File: src/rtl/adder_pipe.sv
// adder_pipe: segmented, pipelined carry-propagate adder with valid/ready handshakes.
//
// Each of STAGES register stages adds one WIDTH/STAGES-bit segment of the operands.
// The carry and the operand bits not yet consumed travel with the transaction through
// the pipeline. A transaction accepted at edge t is presented on sum/out_valid after
// edge t+STAGES-1. Throughput is one result per cycle.
//
// Parameters:
//   WIDTH        operand width; must be a multiple of STAGES
//   STAGES       number of pipeline stages
//   APPROX_BITS  approximated LSBs of stage 0; only meaningful with ADDER_APPROX_EN
//
// Ports:
//   clk        rising-edge clock
//   rst        synchronous active-high reset; flushes every stage
//   in_valid   a, b, cin valid
//   in_ready   block accepts operands this cycle (pipeline advance enable)
//   a, b       unsigned operands
//   cin        carry-in (ignored in the approximate build)
//   out_valid  sum valid
//   out_ready  downstream accepts sum
//   sum        result; sum[WIDTH] is the carry-out
//
// Build option:
//   ADDER_APPROX_EN  when defined, stage 0 uses a lower-part-OR adder on the low
//                    APPROX_BITS bits. Handshake and latency are unchanged.

module adder_pipe #(
    parameter int unsigned WIDTH       = 8,
    parameter int unsigned STAGES      = 2,
    parameter int unsigned APPROX_BITS = 2
) (
    input  logic             clk,
    input  logic             rst,
    input  logic             in_valid,
    output logic             in_ready,
    input  logic [WIDTH-1:0] a,
    input  logic [WIDTH-1:0] b,
    input  logic             cin,
    output logic             out_valid,
    input  logic             out_ready,
    output logic [WIDTH:0]   sum
);

    localparam int unsigned SEG = WIDTH / STAGES;

    // Elaboration-time parameter checks.
    if (STAGES == 0 || (WIDTH % STAGES) != 0) begin : gen_chk_width
        $error("adder_pipe: WIDTH must be a non-zero multiple of STAGES");
    end

    // Per-stage state. acc holds the sum bits of all segments consumed so far;
    // opa/opb carry the full operands so later stages can pick their segment.
    logic [STAGES-1:0]            vld_q, vld_d;
    logic [STAGES-1:0]            cy_q, cy_d;
    logic [STAGES-1:0][WIDTH-1:0] acc_q, acc_d;
    logic [STAGES-1:0][WIDTH-1:0] opa_q, opa_d;
    logic [STAGES-1:0][WIDTH-1:0] opb_q, opb_d;

    logic           adv;
    logic [SEG-1:0] s0_sum;
    logic           s0_cy;
    logic [SEG:0]   seg_sum;

    // ------------------------------------------------------------------
    // Stage 0 segment adder
    // ------------------------------------------------------------------
`ifdef ADDER_APPROX_EN
    if (APPROX_BITS == 0 || APPROX_BITS >= SEG) begin : gen_chk_approx
        $error("adder_pipe: APPROX_BITS must be in 1 .. WIDTH/STAGES-1");
    end

    logic [SEG-APPROX_BITS:0] s0_hi;
    logic                     unused_cin;

    // Low bits are OR-ed; the carry into the exact upper part is guessed from the
    // top approximated bit pair only.
    always_comb begin
        s0_hi = {1'b0, a[SEG-1:APPROX_BITS]}
              + {1'b0, b[SEG-1:APPROX_BITS]}
              + {{(SEG-APPROX_BITS){1'b0}}, a[APPROX_BITS-1] & b[APPROX_BITS-1]};
        s0_sum = {s0_hi[SEG-APPROX_BITS-1:0], a[APPROX_BITS-1:0] | b[APPROX_BITS-1:0]};
        s0_cy  = s0_hi[SEG-APPROX_BITS];
    end

    assign unused_cin = cin;
`else
    localparam int unsigned unused_approx_bits = APPROX_BITS;

    logic [SEG:0] s0_full;

    always_comb begin
        s0_full = {1'b0, a[SEG-1:0]} + {1'b0, b[SEG-1:0]} + {{SEG{1'b0}}, cin};
        s0_sum  = s0_full[SEG-1:0];
        s0_cy   = s0_full[SEG];
    end
`endif

    // ------------------------------------------------------------------
    // Advance enable and next state
    // ------------------------------------------------------------------
    // Reset forces the pipeline to look empty so in_ready reads 1 while rst is high;
    // the state registers are cleared regardless of what is presented.
    always_comb begin
        adv = rst || !vld_q[STAGES-1] || out_ready;
    end

    always_comb begin
        vld_d   = vld_q;
        cy_d    = cy_q;
        acc_d   = acc_q;
        opa_d   = opa_q;
        opb_d   = opb_q;
        seg_sum = '0;

        if (adv) begin
            vld_d[0]           = in_valid;
            cy_d[0]            = s0_cy;
            acc_d[0]           = '0;
            acc_d[0][SEG-1:0]  = s0_sum;
            opa_d[0]           = a;
            opb_d[0]           = b;

            for (int k = 1; k < STAGES; k++) begin
                seg_sum = {1'b0, opa_q[k-1][k*SEG +: SEG]}
                        + {1'b0, opb_q[k-1][k*SEG +: SEG]}
                        + {{SEG{1'b0}}, cy_q[k-1]};
                vld_d[k]                = vld_q[k-1];
                cy_d[k]                 = seg_sum[SEG];
                acc_d[k]                = acc_q[k-1];
                acc_d[k][k*SEG +: SEG]  = seg_sum[SEG-1:0];
                opa_d[k]                = opa_q[k-1];
                opb_d[k]                = opb_q[k-1];
            end
        end
    end

    always_ff @(posedge clk) begin
        if (rst) begin
            vld_q <= '0;
            cy_q  <= '0;
            acc_q <= '0;
            opa_q <= '0;
            opb_q <= '0;
        end else begin
            vld_q <= vld_d;
            cy_q  <= cy_d;
            acc_q <= acc_d;
            opa_q <= opa_d;
            opb_q <= opb_d;
        end
    end

    // Already-consumed operand segments are carried for simplicity but never read.
    logic unused_ops;
    assign unused_ops = ^{opa_q, opb_q};

    // ------------------------------------------------------------------
    // Outputs
    // ------------------------------------------------------------------
    assign in_ready  = adv;
    assign out_valid = vld_q[STAGES-1];
    assign sum       = {cy_q[STAGES-1], acc_q[STAGES-1]};

endmodule

File: config.mk
export PLATFORM = sky130hd
export DESIGN_NAME = adder_pipe
export DESIGN_NICKNAME = d
export VERILOG_FILES = /design/src/rtl/adder_pipe.sv
export SDC_FILE = /design/constraint.sdc
export NUM_CORES = 1
export LEC_CHECK = 0
export CORE_ASPECT_RATIO = 0.8
export CORE_MARGIN = 3
export CORE_UTILIZATION = 51
export DETAILED_ROUTE_END_ITERATION = 8
export PLACE_DENSITY = 0.83
export SYNTH_ARGS = -nofsm -noshare
export SYNTH_HDL_FRONTEND = slang
export SYNTH_SLANG_ARGS = --single-unit
File: constraint.sdc
create_clock -name clk -period 4.5 [get_ports clk]
set_input_delay 0.45 -clock clk [delete_from_list [all_inputs] [get_ports clk]]
set_output_delay 0.45 -clock clk [all_outputs]
set_load 0.005 [all_outputs]
Yosys cells after proc, flatten, opt, wreduce, memory -nomap -nowiden
Cells that the tools add are included.

Register bits after elaboration: 32. Input bits: 21. Output and inout bits: 11. Word-level logic and storage cells: 13.

Add/sub/neg operators: 4. Reductions and logical operators: 3.

Operators with widths (count): 4-bit by 4-bit adder with 5-bit output (2); 5-bit by 1-bit adder with 5-bit output (2); 1-bit logical OR (2); 1-bit logical NOT (1).

Logic depth before layout (Yosys ltp)
Gate-level depths: netlist of the first run.

Word-level depth: 3. Mapped depth: 6. Mapped depth without buffers: 6.

Worst setup path before layout of the first run
Ideal clock, no wire load.

Kind: input port to flip-flop. From: input a[0]. To: register acc_q[1] (netlist name). Arrival time: 1.515 ns. Path slack: 2.906 ns. Stages on the path: 4. Path through: fa_1 inv_1 fa_1 a211oi_2.

Cells in the longest elaborated chain, start to end: 2.

RTL lines: start: declaration (line 37) `input logic [WIDTH-1:0] a,`; 4-bit by 4-bit adder with 5-bit output (line 93) `s0_full = {1'b0, a[SEG-1:0]} + {1'b0, b[SEG-1:0]} + {{SEG{1'b0}}, cin};`; 5-bit by 1-bit adder with 5-bit output (line 93); end signal: assignment (line 142) `acc_q <= '0;`; end signal: assignment (line 148) `acc_q <= acc_d;`; end: declaration (line 56) `logic [STAGES-1:0][WIDTH-1:0] acc_q, acc_d;`.

Every way passes these cells. A chain may end at the register's enable or synchronous reset.

Worst setup path in the final report of the first run
From: input out_ready. To: output in_ready.

Cells in the longest elaborated chain, start to end: 1.

RTL lines: start: declaration (line 41) `input logic out_ready,`; 1-bit logical OR (line 105) `adv = rst || !vld_q[STAGES-1] || out_ready;`; end: declaration (line 36) `output logic in_ready,`.

Every way passes these cells.

==> flow_summary.json, run 1 <==
{
  "hold_slack_ns": 0.458,
  "yosysSeqAreaShare": 0.386,
  "final_core_util": 0.677,
  "antenna_found_initial": 0,
  "ff2ff_path_depth": 4,
  "layout-drive-gt1-share": 0.0556,
  "nets": 194,
  "numCtsBuffers": 3,
  "synth_cells": 144,
  "ant_nets": 0,
  "clockBufferDepth": 2,
  "postSynthAreaPerCell_sq_um": 8.65,
  "yosys_register_bits": 24,
  "path_clk_slew_ns": 0.12,
  "slew_viol_final": 0,
  "port_buffers": 31,
  "netlist_area_sq_um": 1250,
  "core_area_sq_um": 2230,
  "cts_sinks": 24,
  "final.min_clock_period_ns": 2.41,
  "worstSetupEndpointType": "output port",
  "cts-htree-levels": 1,
  "clkLatencyLatePin_ns": 0.32,
  "wl_per_cell_microns": 12.1,
  "clockRootBuffer": "clkbuf_4",
  "ys.flop_type": "dfxtp_1",
  "start_util": 0.558,
  "gp_congestion": 0.786,
  "yosysMostFrequentCell": "nand2_1",
  "cts_tree": "yes",
  "p_total_uw": 491,
  "multi_input_area_sq_um": 608,
  "worstSetupStartpointType": "primary input",
  "first_pass_iters": 4,
  "p_leak_uw": 0.000621,
  "ys_top_cells_by_area": "dfxtp_1 39%, nand2_1 10%, a21oi_1 7.6%",
  "yosys-top-cells-count": "34 x nand2_1, 24 x dfxtp_1, 19 x a21oi_1",
  "arrival_ns": 1.96,
  "hold_violations": 0,
  "status": "complete, no violations",
  "num-fill-cells": 201,
  "synth_top_cell_area_share": 0.386,
  "tns_ns": 0,
  "syn-num-nets": 175,
  "place_hpwl_microns": 1670,
  "peakVddDrop_uv": 159,
  "worstReg2RegEnd": "sum[5]",
  "vias": 974,
  "finalSetupViolCount": 0,
  "drt-initial-drc-count": 33,
  "hp-start": "sum[6]",
  "pin_count": 32,
  "fmax_mhz": 415,
  "synth_edf_count": 0,
  "tightest_slew_ns": 0.859,
  "max_slew_margin": 0.427,
  "cts_setup_buffers": 0,
  "die_h_microns": 50.2,
  "synthDistinctLibCells": 26,
  "cp_max_fo": 26,
  "grt_max_degree": 30,
  "die_width_microns": 61.3,
  "vias_per_cell": 5.21,
  "wirelength_microns": 2270,
  "hold_path_end": "sum[6]",
  "grt_first_pass_wirelength_microns": 3760,
  "power-per-cell-area_nw_per_um2": 324,
  "worstHoldPathCells": 2,
  "required_ns": 4.05,
  "rsz0062_at_grt": "no",
  "yosys_warnings": 0,
  "finalCritPeriodShare": 0.536,
  "drcViolationCount": 0,
  "dieArea_sq_um": 3080,
  "r2r_start": "cy_q[0]",
  "criticalPathCategory": "in -> out",
  "dp.cells": 183,
  "postSynth.asyncResetShare": 0,
  "insertedDiodeCount": 0,
  "syn_to_final_growth_pct": 21.4,
  "skew_ns": 0.0129,
  "ctsResizeCount": 0,
  "cap_violations": 0,
  "rows": 15,
  "layout.cells.non_filler": 187,
  "track_usage": 0.164,
  "grt_pass1_vias": 910,
  "worst-r2r-setup-slack_ns": 2.93,
  "grt.overflow.total": 0,
  "synth_top_area_cell": "dfxtp_1",
  "min_path_type": "reg -> reg",
  "regArea_sq_um": 480,
  "ctsHoldBuffers": 0
}
-- per-layer routing --
layer / vias up / wire length, microns / global-route usage
li1: 499 / - / -
met1: 437 / 1020 / 0.198
met2: 31 / 1070 / 0.271
met3: 7 / 112 / 0.0206
met4: 0 / 65 / 0.0939
met5: - / 0 / 0
-- cell usage in the layout, fill, tap and decap left out --
| cell | count |
|---|---|
| fa_1 | 4 |
| nand3_1 | 2 |
| clkbuf_4 | 3 |
| clkdlybuf4s50_1 | 31 |
| a2111o_1 | 2 |
| nor2b_4 | 1 |
| nand2b_1 | 2 |
| nand2_1 | 34 |
| inv_1 | 6 |
| or2b_1 | 1 |
| a21oi_1 | 19 |
| buf_4 | 1 |
| a21o_1 | 1 |
| xnor2_1 | 2 |
| bufinv_16 | 1 |
| o211ai_2 | 1 |
| nor2_1 | 8 |
| ha_1 | 6 |
| nand4_1 | 1 |
| nor2b_1 | 3 |
| o21ai_0 | 2 |
| nand3b_1 | 2 |
| a211oi_1 | 2 |
| dfxtp_1 | 24 |
| a211oi_2 | 2 |
| or3_1 | 1 |
-- worst max-delay path by stage --
stage	from	depth (start not counted)	slack, ns	to
after floorplan	a[0]	4	2.91	acc_q[1]
after global placement	out_ready	4	2.11	in_ready
after detailed placement	out_ready	4	2.11	in_ready
after CTS	out_ready	4	2.09	in_ready
after global routing	out_ready	4	2.02	in_ready
final	out_ready	4	2.09	in_ready
-- layout make-up --
| class | count | share of cell area |
|---|---|---|
| multi-input combinational | 96 | 0.402 |
| clock inverter | 1 | 0.0199 |
| timing repair buffer | 32 | 0.210 |
| clock buffer | 3 | 0.0149 |
| inverter | 6 | 0.0149 |
| tap | 25 | 0.0207 |
| sequential | 24 | 0.318 |
-- worst max-delay path: stages --
cell	delay (ns)
clkdlybuf4s50_1	0.46
nor2b_4	0.47
nand2b_1	0.11
clkdlybuf4s50_1	0.47
-- flip-flops by register name, indices dropped and copies added, names as in the netlist --
| register | count |
|---|---|
| cy_q | 2 |
| vld_q | 2 |
| opa_q | 4 |
| opb_q | 4 |
| acc_q | 4 |
| sum | 8 |
-- cell families (layout without fill, tap and decap cells) --
logic type / count (synthesis) / in the layout / share of synthesized area
and+or+nand+nor: 55 / 55 / 0.199
adders and majority gates: 10 / 10 / 0.124
DFF: 24 / 24 / 0.386
AOI/OAI and AO/OA: 29 / 29 / 0.151
buffers and inverters: 24 / 42 / 0.126
xor gates and xnor gates: 2 / 2 / 0.0141
-- through the flow --
stage               setup slack (ns)  instance area [sq um]
floorplan                       2.91                   1250
global placement                2.11                   1460
detailed placement              2.11                   1460
CTS                             2.09                   1510
global route                    2.02                   1510
finish                          2.09                   1510
-- power by group --
group / total (uW) / switching (uW) / internal [uW]
Sequential: 242 / 10.7 / 231
Combinational: 94.4 / 38.8 / 55.7
Clock: 155 / 64.4 / 90.2
No activity file was read; power rests on OpenSTA's default activity.
==> run 2, diff against run 1 <==
--- a/config.mk
+++ b/config.mk
@@ -7,9 +7,9 @@
 export LEC_CHECK = 0
 export CORE_ASPECT_RATIO = 0.8
 export CORE_MARGIN = 3
-export CORE_UTILIZATION = 51
+export CORE_UTILIZATION = 43
 export DETAILED_ROUTE_END_ITERATION = 8
-export PLACE_DENSITY = 0.83
+export PLACE_DENSITY = 0.74
 export SYNTH_ARGS = -nofsm -noshare
 export SYNTH_HDL_FRONTEND = slang
 export SYNTH_SLANG_ARGS = --single-unit
==> constraint.sdc (replaced) <==
create_clock -name clk -period 2 [get_ports clk]
set_input_delay 0.2 -clock clk [delete_from_list [all_inputs] [get_ports clk]]
set_output_delay 0.2 -clock clk [all_outputs]
set_load 0.005 [all_outputs]
==> flow_summary.json, run 2 (synthesis gave the netlist of run 1 again) <==
{
  "ff2ff_path_depth": 4,
  "wl_per_cell_microns": 11.3,
  "gp_congestion": 0.802,
  "crit_top_cell": "clkdlybuf4s50_1",
  "clockRootBuffer": "clkbuf_4",
  "die_h_microns": 54.2,
  "internal_power_uw": 850,
  "path_delay_family": "buffers and inverters",
  "fmax_mhz": 632,
  "ctsHoldBuffers": 0,
  "pin_count": 32,
  "slowest_delay_ns": 0.54,
  "track_usage": 0.140,
  "rsz0062_at_grt": "no",
  "cts_setup_buffers": 0,
  "wirelength_microns": 2270,
  "hold_violations": 0,
  "hold_path_end": "opa_q[4]",
  "vias_per_cell": 4.70,
  "finalSetupViolCount": 0,
  "vias": 945,
  "rows": 16,
  "power-per-cell-area_nw_per_um2": 713,
  "grt_first_pass_wirelength_microns": 3780,
  "tns_ns": 0,
  "die_width_microns": 66.2,
  "ctsResizeCount": 0,
  "final_core_util": 0.595,
  "cap_violations": 0,
  "swShare": 0.230,
  "worst-r2r-setup-slack_ns": 0.44,
  "start_util": 0.479,
  "place_hpwl_microns": 1710,
  "grt_max_degree": 26,
  "antenna_found_initial": 0,
  "p_seq_frac": 0.492,
  "insertedDiodeCount": 0,
  "drt-initial-drc-count": 43,
  "ant_nets": 0,
  "num-fill-cells": 233,
  "grt.overflow.total": 0,
  "finalCritPeriodShare": 0.791,
  "p_leak_uw": 0.000635,
  "crit_chain": "clkdlybuf4s50_1 -> nand2b_1 -> clkdlybuf4s50_1",
  "drcViolationCount": 0,
  "criticalPathCategory": "in -> out",
  "port_buffers": 31,
  "tightest_slew_ns": 0.252,
  "clkLatencyLatePin_ns": 0.31,
  "min_path_type": "in -> reg",
  "status": "complete, no violations",
  "cts_sinks": 24,
  "numCtsBuffers": 3,
  "cts_tree": "yes",
  "max_slew_margin": 0.832,
  "worstHoldPathCells": 3,
  "dieArea_sq_um": 3580,
  "p_sw_uw": 254,
  "slew_viol_final": 0,
  "p_comb_frac": 0.196,
  "final_common_cell": "nand2_1",
  "path_clk_slew_ns": 0.13,
  "peakVddDrop_uv": 283,
  "syn_to_final_growth_pct": 24.3,
  "core_area_sq_um": 2600,
  "required_ns": 1.80,
  "worstReg2RegEnd": "sum[5]",
  "grt_pass1_vias": 895,
  "crit_slowest_cell": "clkdlybuf4s50_1",
  "largest_reg_flops": 8,
  "worstSetupEndpointType": "output port",
  "worstSetupStartpointType": "primary input",
  "arrival_ns": 1.38,
  "cts-htree-levels": 1,
  "skew_ns": 0.00661,
  "first_pass_iters": 3,
  "cp_max_fo": 4,
  "hp-start": "a[4]",
  "nets": 197,
  "final.min_clock_period_ns": 1.58,
  "layout_common_cells": "34 x nand2_1, 31 x clkdlybuf4s50_1, 24 x dfxtp_1, 19 x a21oi_1, 8 x nor2_1",
  "r2r_start": "cy_q[0]",
  "clockBufferDepth": 2,
  "path_buf_inv": 2,
  "layout-drive-gt1-share": 0.0727,
  "clkPwrFrac": 0.312
}
-- run 2: cell count changes in the layout (fill, tap and decap cells not counted) --
cell | before | now
buf_4 | 1 | 4
-- run 2: tightest hold or removal path, stage by stage --
cell and delay (ns):
clkdlybuf4s50_1 0.40, nand2_1 0.06, a21oi_1 0.05
-- run 2: power groups by stage --
stage	Combinational [uW]	Clock, uW	Sequential (uW)
finish	216	345	543
global route	240	384	550
CTS	219	358	544
detailed placement	218	0	554
global placement	213	0	552
floorplan	146	0	548
-- run 2: worst max-delay path by stage --
stage,to,cells past startpoint,slack (ns),from
final,in_ready,3,0.42,rst
after global routing,cy_q[1],6,0.32,cy_q[0]
after CTS,in_ready,3,0.41,rst
after detailed placement,acc_q[1],5,0.15,a[0]
after global placement,acc_q[1],5,0.18,a[0]
after floorplan,sum[5],4,0.54,cy_q[0]
-- run 2: metrics by stage --
step                      instances  power (uW)  hold slack, ns  worst slack (ns)  area [sq um]
after floorplan                 144         694           0.340             0.545          1250
after global placement          197         765           0.439             0.179          1500
after detailed placement        197         772           0.445             0.147          1500
after CTS                       201        1120           0.416             0.408          1550
after global routing            201        1170           0.410             0.324          1550
final                           201        1100           0.429             0.418          1550
-- run 2: area by class of cell --
type                    instances  area, sq um  share of cell area
multi-input cells              96          608               0.393
flip-flops and latches         24          480               0.310
repair buffers                 35          340               0.220
well taps                      36         45.0              0.0291
clock inverters                 1         30.0              0.0194
clock buffers                   3         22.5              0.0145
inverters                       6         22.5              0.0145
-- run 2: per-layer routing --
metal | vias up | GRT usage | wire, microns
li1 | 502 | - | -
met1 | 418 | 0.170 | 1070
met2 | 23 | 0.242 | 1060
met3 | 2 | 0.0146 | 113
met4 | 0 | 0.0811 | 27
met5 | - | 0 | 0
